<file path="src/rtl/ifid_skid_reg.sv">
// ---------------------------------------------------------------------------
// ifid_skid_reg
//   IF/ID pipeline register built as a two-entry skid buffer. The main entry
//   drives decode; the skid entry catches the one pair that arrives while
//   decode is stalled. Because in_ready comes straight from the skid valid
//   flop, fetch never sees a combinational path from out_ready.
//
//   Parameters
//     PC_W     program-counter width
//     INS_W    instruction width
//     NOP_INS  instruction driven while out_valid is low
//     CNT_W    statistics counter width
//
//   Ports
//     clk, rst_n              clock, asynchronous active-low reset
//     in_valid/in_ready       fetch handshake
//     in_pc, in_ins           fetched pair
//     flush                   branch kill: drops both entries and the
//                             pair presented this cycle
//     out_valid/out_ready     decode handshake
//     out_pc, out_ins         pair to decode (0 / NOP_INS when invalid)
//     bubble_cnt              saturating count of cycles decode asked
//                             for a pair but none was valid
//     flush_cnt               saturating count of flush cycles
// ---------------------------------------------------------------------------

// Saturating event counter: counts up on inc and holds at all-ones.
module ifid_sat_cnt #(
    parameter int CNT_W = 16
) (
    input  logic             clk,
    input  logic             rst_n,
    input  logic             inc,
    output logic [CNT_W-1:0] cnt
);
    always_ff @(posedge clk or negedge rst_n) begin
        if (!rst_n)
            cnt <= '0;
        else if (inc && (cnt != {CNT_W{1'b1}}))
            cnt <= cnt + 1'b1;
    end
endmodule

module ifid_skid_reg #(
    parameter int               PC_W    = 32,
    parameter int               INS_W   = 32,
    parameter logic [INS_W-1:0] NOP_INS = '0,
    parameter int               CNT_W   = 16
) (
    input  logic             clk,
    input  logic             rst_n,
    input  logic             in_valid,
    output logic             in_ready,
    input  logic [PC_W-1:0]  in_pc,
    input  logic [INS_W-1:0] in_ins,
    input  logic             flush,
    output logic             out_valid,
    input  logic             out_ready,
    output logic [PC_W-1:0]  out_pc,
    output logic [INS_W-1:0] out_ins,
    output logic [CNT_W-1:0] bubble_cnt,
    output logic [CNT_W-1:0] flush_cnt
);

    typedef struct packed {
        logic [PC_W-1:0]  pc;
        logic [INS_W-1:0] ins;
    } pair_t;

    pair_t main_q, main_d;
    pair_t skid_q, skid_d;
    pair_t in_pair;
    logic  main_v, main_v_d;
    logic  skid_v, skid_v_d;
    logic  in_xfer, out_xfer;

    assign in_pair  = '{pc: in_pc, ins: in_ins};
    assign in_ready = ~skid_v;
    assign in_xfer  = in_valid & ~skid_v;
    assign out_xfer = main_v & out_ready;

    // Next-state for both entries. Flush wins over everything; a full skid
    // blocks input, so the only thing that can happen then is skid -> main.
    always_comb begin
        main_d   = main_q;
        skid_d   = skid_q;
        main_v_d = main_v;
        skid_v_d = skid_v;
        if (flush) begin
            main_v_d = 1'b0;
            skid_v_d = 1'b0;
        end else if (skid_v) begin
            if (out_xfer) begin
                main_d   = skid_q;
                skid_v_d = 1'b0;
            end
        end else if (in_xfer) begin
            if (!main_v || out_xfer) begin
                main_d   = in_pair;
                main_v_d = 1'b1;
            end else begin
                skid_d   = in_pair;
                skid_v_d = 1'b1;
            end
        end else if (out_xfer) begin
            main_v_d = 1'b0;
        end
    end

    always_ff @(posedge clk or negedge rst_n) begin
        if (!rst_n) begin
            main_v <= 1'b0;
            skid_v <= 1'b0;
            main_q <= '0;
            skid_q <= '0;
        end else begin
            main_v <= main_v_d;
            skid_v <= skid_v_d;
            main_q <= main_d;
            skid_q <= skid_d;
        end
    end

    // Stale payload stays in the flops; mask it so decode sees a clean NOP.
    assign out_valid = main_v;
    assign out_pc    = main_v ? main_q.pc  : '0;
    assign out_ins   = main_v ? main_q.ins : NOP_INS;

    ifid_sat_cnt #(.CNT_W(CNT_W)) u_bubble_cnt (
        .clk   (clk),
        .rst_n (rst_n),
        .inc   (out_ready & ~main_v),
        .cnt   (bubble_cnt)
    );

    ifid_sat_cnt #(.CNT_W(CNT_W)) u_flush_cnt (
        .clk   (clk),
        .rst_n (rst_n),
        .inc   (flush),
        .cnt   (flush_cnt)
    );

endmodule

</file>
<file path="config.mk">
export PLATFORM = sky130hd
export DESIGN_NAME = ifid_skid_reg
export DESIGN_NICKNAME = d
export VERILOG_FILES = /design/src/rtl/ifid_skid_reg.sv
export SDC_FILE = /design/constraint.sdc
export NUM_CORES = 1
export LEC_CHECK = 0
export BUFFER_PORTS_ARGS = -buffer_cell sky130_fd_sc_hd__buf_2
export CAP_MARGIN = 5
export CORE_MARGIN = 2
export CORE_UTILIZATION = 46
export CTS_BUF_LIST = sky130_fd_sc_hd__clkbuf_16
export DETAILED_ROUTE_END_ITERATION = 8
export GPL_TIMING_DRIVEN = 0
export PLACE_DENSITY_LB_ADDON = 0.2
export SLEW_MARGIN = 20
export SYNTH_ARGS = -nofsm -noshare
export SYNTH_HDL_FRONTEND = slang
export SYNTH_HIERARCHICAL = 1
export SYNTH_SLANG_ARGS = --single-unit
</file>
<file path="constraint.sdc">
create_clock -name clk -period 2 [get_ports clk]
set_input_delay 0.2 -clock clk [delete_from_list [all_inputs] [get_ports clk]]
set_output_delay 0.2 -clock clk [all_outputs]
set_load 0.005 [all_outputs]
</file>
* Yosys cells after proc, flatten, opt, wreduce, memory -nomap -nowiden
Index checks and enable logic that the tools add are counted.
** Cells by class
- Div/mod/pow operators :: 0
- $lt $le $gt $ge :: 0
- $add $sub $neg :: 2
- Reductions and logical operators :: 10
- Muxes and demuxes :: 16
- Bitwise operators :: 7
- Multipliers :: 0
- Equality and inequality tests :: 5
- Shifts and indexed selects :: 0
** Operator list (number)
- two-way mux 64 bit :: 4
- two-way mux 32 bit :: 2
- adder 16 x 1 -> 16 bit (second input constant) :: 2
- != test 16 bit (second input constant) :: 2
- two-way mux 1 bit :: 10
- AND reduction 4 bit :: 2
- NOT 1 bit :: 4
- nonzero test 2 bit :: 2
- AND 1 bit :: 3
- != test 3 x 2 -> 1 bit (second input constant) :: 1
- AND reduction 3 bit :: 1
- nonzero test 3 bit :: 1
- logical AND 1 bit :: 2
- != test 2 x 1 -> 1 bit (second input constant) :: 1
- != test 2 bit (second input constant) :: 1
- logical NOT 1 bit :: 1
- logical OR 1 bit :: 1
** Word-level totals
- Output and inout bits :: 98
- ROM bits :: 0
- Logic and storage cells :: 48
- Latch bits :: 0
- Memories :: 0
- Register bits :: 162
- Bits in writable memories :: 0
- Input port bits :: 69

* Longest topological paths before layout
- Word-level depth :: 6
- Gate-level depth with buffers :: 7
- Mapped depth without buffers :: 6

* Hierarchy
Netlist, hierarchy kept.
** By module, submodules not included
- ifid_skid_reg :: sequential area each 3253.1 um2, cells each 426, times used 1, area an instance 6198.4 um2
- ifid_sat_cnt :: sequential area each 400.4 um2, cells each 72, times used 2, area an instance 859.6 um2

* Worst setup path before layout
No wires, ideal clock.
- Path kind :: register to register
- Start point :: register main_v, in the netlist out_valid
- End point :: register u_bubble_cnt.cnt[5]
- Period minus slack after synthesis :: 1786 ps
- Cell stages (with the launch flop) :: 8
- Data arrival time :: 1667 ps
- Data required time :: 1881 ps
- Path buffers :: 2
- Slack :: 214 ps
- Library setup time :: 119 ps
- Cells stage by stage :: dfrtp_1 > buf_4 > clkbuf_1 > nor2_1 > and3_1 > and4_2 > o211ai_1 > o21a_1
** Between the ends
- Word-level cells in the longest chain between the ends :: 3
** Ends and longest elaborated chain
- from (decl) :: line 73 : logic main_v, main_v_d;
- from (signal assigned) :: line 117 : main_v <= main_v_d;
- NOT 1 bit :: line 132 : .inc (out_ready & ~main_v),
- AND 1 bit :: line 132
- logical AND 1 bit :: line 39 : else if (inc && (cnt != {CNT_W{1'b1}}))
- to (signal assigned) :: line 40 : cnt <= cnt + 1'b1;
- to (decl) :: line 34 : output logic [CNT_W-1:0] cnt
No other way between the ends.
A chain may end at the register's enable or synchronous reset.

* Worst setup path after layout
- Start point :: register skid_v
- End point :: register skid_q[54] (netlist name)
** Between the ends
- Word-level cells in the longest chain between the ends :: 3
** Ends and longest elaborated chain
- from (decl) :: line 74 : logic skid_v, skid_v_d;
- from (signal assigned) :: line 118 : skid_v <= skid_v_d;
- NOT 1 bit (no source line) *
- AND 1 bit :: line 79 : assign in_xfer = in_valid & ~skid_v;
- AND reduction 4 bit (no source line) *
- to (signal assigned) :: line 120 : skid_q <= skid_d;
- to (decl) :: line 71 : pair_t skid_q, skid_d;
Mark *: on every way between the ends. The rest lies on a longest branch, timed or not.

==> flow_summary_export.csv <==
group,metric,value,unit
outcome,run_status,"finished, final reports clean",
global_route,track_usage,0.197,
timing,maxSlewViolCount,0,
logic_synthesis,synth_ff_type,"dfrtp_1",
clocking,cts_buffers,17,
timing,tightest_slew,0.646,ns
floorplan,start_util,0.474,
logic_synthesis,yosysTopAreaCell,"dfrtp_1",
route,post-route-drc-count,0,
timing,rsz0062_at_grt,"true",
timing,finalHoldViolations,0,
global_route,antenna_found_initial,1,
pwr,powerDensity,985,mW/mm^2
worst_setup_path,r2r_slack,0.08,ns
global_route,grt-ovfl-total,0,
logic_synthesis,syn_area,0.00792,mm^2
route,detail_route.iter0.violations,187,
pwr,peakVddDrop,0.000621,V
cells_and_area,drive_gt1_frac,0.567,
cells_and_area,final_nets,838,
floorplan,num_rows,47,
logic_synthesis,avgSynthCellArea,13.9,um^2
route,wirelength,17.2,mm
route,dr.pass1.iters,4,
timing,min_period,1.92,ns
clocking,cts_tree,"built",
clocking,clockBufferDepth,2,
route,vias,5204,
timing,finClkSkew,0.00839,ns
global_route,grt_max_degree,89,
timing,hold_slack,0.0164,ns
worst_setup_path,slowest_delay,0.36,ns
timing,period_share,0.962,
timing,fmax,520,MHz
logic_synthesis,syn_nets,641,
clocking,cts_root_buf,"clkbuf_16",
floorplan,boundaryPins,167,
floorplan,die_h,135,um
placed_design,routabilityCongestion,0.836,
worst_setup_path,required,2.31,ns
logic_synthesis,synth_cell_type_count,41,
placed_design,portBuffers,166,
route,vias_per_cell,5.20,
cells_and_area,area_growth,23.2,%
hold_path,hp-class,"input port to flop",
logic_synthesis,async_reset_ff_frac,1.00,
clocking,h-tree-depth,4,
clocking,cts_num_sinks,162,
clocking,path_clk_slew,0.07,ns
logic_synthesis,ys_top_cells_by_area,"dfrtp_1 (51%), mux2_2 (23%), mux2_4 (5.7%), and2_1 (5.1%), nand4_1 (1.3%)",
logic_synthesis,yosysWarnings,6,
floorplan,die-area,0.0183,mm^2
cells_and_area,antenna_cells,0,
logic_synthesis,synthCells,570,
worst_setup_path,crit_path_start_kind,"flop",
floorplan,fp.dieW,135,um
worst_setup_path,cpMostUsedCell,"buf_4",
clocking,insertion_delay,0.43,ns
floorplan,coreArea,0.0167,mm^2
job,maxCapViolations,0,
worst_setup_path,crit_chain,"clkbuf_2 > nand2b_4 > nor4b_1 > buf_4 > buf_4 > mux2_2",
pwr,p_leak,4.60,nW
worst_setup_path,slowest_stage,"dfrtp_1",
logic_synthesis,yosysSeqAreaShare,0.512,
worst_setup_path,cp.arrival,2.23,ns
worst_setup_path,crit_path_end_kind,"flop",
worst_setup_path,critPathKind,"flop to flop",
placed_design,place_inst,957,
timing,relSlewSlack,0.569,
timing,finalSetupTns,0,ns
global_route,grt_pass1_wl,28.0,mm
route,post_drt_wl_per_cell,17.2,um
logic_synthesis,synth_seq_cells,162,
logic_synthesis,synth-edff-count,0,
timing,setup_viol,0,
logic_synthesis,yosysTopAreaCellShare,0.512,
placed_design,place_hpwl,12.3,mm
global_route,grt_pass1_vias,5499,
route,drtAntennaViolNets,0,
cells_and_area,instances_no_fill,1000,
logic_synthesis,synth_common_cells,"dfrtp_1 (162), mux2_2 (162), and2_1 (64)",
worst_setup_path,critical_path_peak_fanout,10,
-- per-layer routing --
metal  routed length (um)  up-vias  share of wire  GRT usage
met5                   16        -        0.00093          0
met3                  881       19          0.051     0.0587
met4                  179        2          0.010     0.0498
met1                 7700     2618           0.45      0.255
met2                 8460      119           0.49      0.325
li1                     -     2446              -          -
-- through the flow --
step                setup WS, ns   util  area [um^2]  power [mW]
floorplan                  0.214      -         7920        5.79
global placement           -1.65  0.540         9020        6.41
detailed placement        -0.190  0.543         9060        6.56
CTS                      0.00787  0.582         9730        9.71
global route             -0.0198  0.584         9750        10.1
finish                    0.0769  0.584         9750        9.61
-- path summary, 6_finish.rpt --
| path | start | end | depth (start not counted) |
|---|---|---|---|
| setup / recovery | skid_v | skid_q[54] | 6 |
| hold / removal | in_pc[17] | skid_q[49] | 2 |
| setup reg to reg | skid_v | skid_q[54] | 6 |
| hold reg to reg | main_q[8] | main_q[8] | 1 |
| max in group asynchronous | rst_n | u_flush_cnt/cnt[10] | 3 |
| min in group asynchronous | rst_n | main_q[60] | 2 |
-- power by group --
part	switching, mW	internal [mW]
clock	1.38	1.72
combinational	0.738	1.16
sequential	0.542	4.07
total	2.66	6.95
-- layout make-up --
cell class	count	area, um^2
Clock buffer	17	425
Timing Repair Buffer	180	981
Sequential cell	162	4050
Clock inverter	15	133
Multi-Input combinational cell	377	3690
Tap cell	220	275
Buffer	27	190
Fill cell	1380	6950
Inverter	2	7.51
-- worst max-delay path, delay by kind of cell, from the launching register on --
family	cells	cell delay, ns
AND/OR/NAND/NOR	2	0.45
buffers and inverters	3	0.63
multiplexers	1	0.36
flip-flops	1	0.36
-- cell families after synthesis --
group                    synth area share
multiplexers                        0.290
flip-flops                          0.512
AND/OR/NAND/NOR                     0.120
AO/OA/AOI/OAI                      0.0349
buffers and inverters              0.0242
XOR/XNOR                           0.0155
adder cells (fa/ha/maj)           0.00316
-- sequential cells by signal (all words and copies together), names as in the netlist --
signal,cells
skid_q,64
skid_v,1
out_valid,1
main_q,64
u_flush_cnt/cnt,16
u_bubble_cnt/cnt,16
-- repair_timing --
| action | in CTS | in global routing |
|---|---|---|
| pin swaps | 1 | 1 |
| hold buffers | 6 | 0 |
| gates cloned | 0 | 0 |
| gates resized for setup | 10 | 3 |
| endpoints found under the hold margin | 79 | 0 |
| setup buffers | 4 | 3 |
| endpoints found under the setup margin | 153 | 71 |
-- layout by cell type (no fill, tap or decap), drive strengths merged, types with 8 or more instances in the layout --
cell type / netlist / final
buf: 16 / 189
dfrtp: 162 / 162
o21a: 10 / 10
mux2: 194 / 194
a21oi: 8 / 8
and2: 64 / 64
nand2: 9 / 9
nand3: 12 / 12
xnor2: 10 / 10
nand4: 20 / 20
clkbuf: 13 / 29
(Power assumes the default switching activity.)
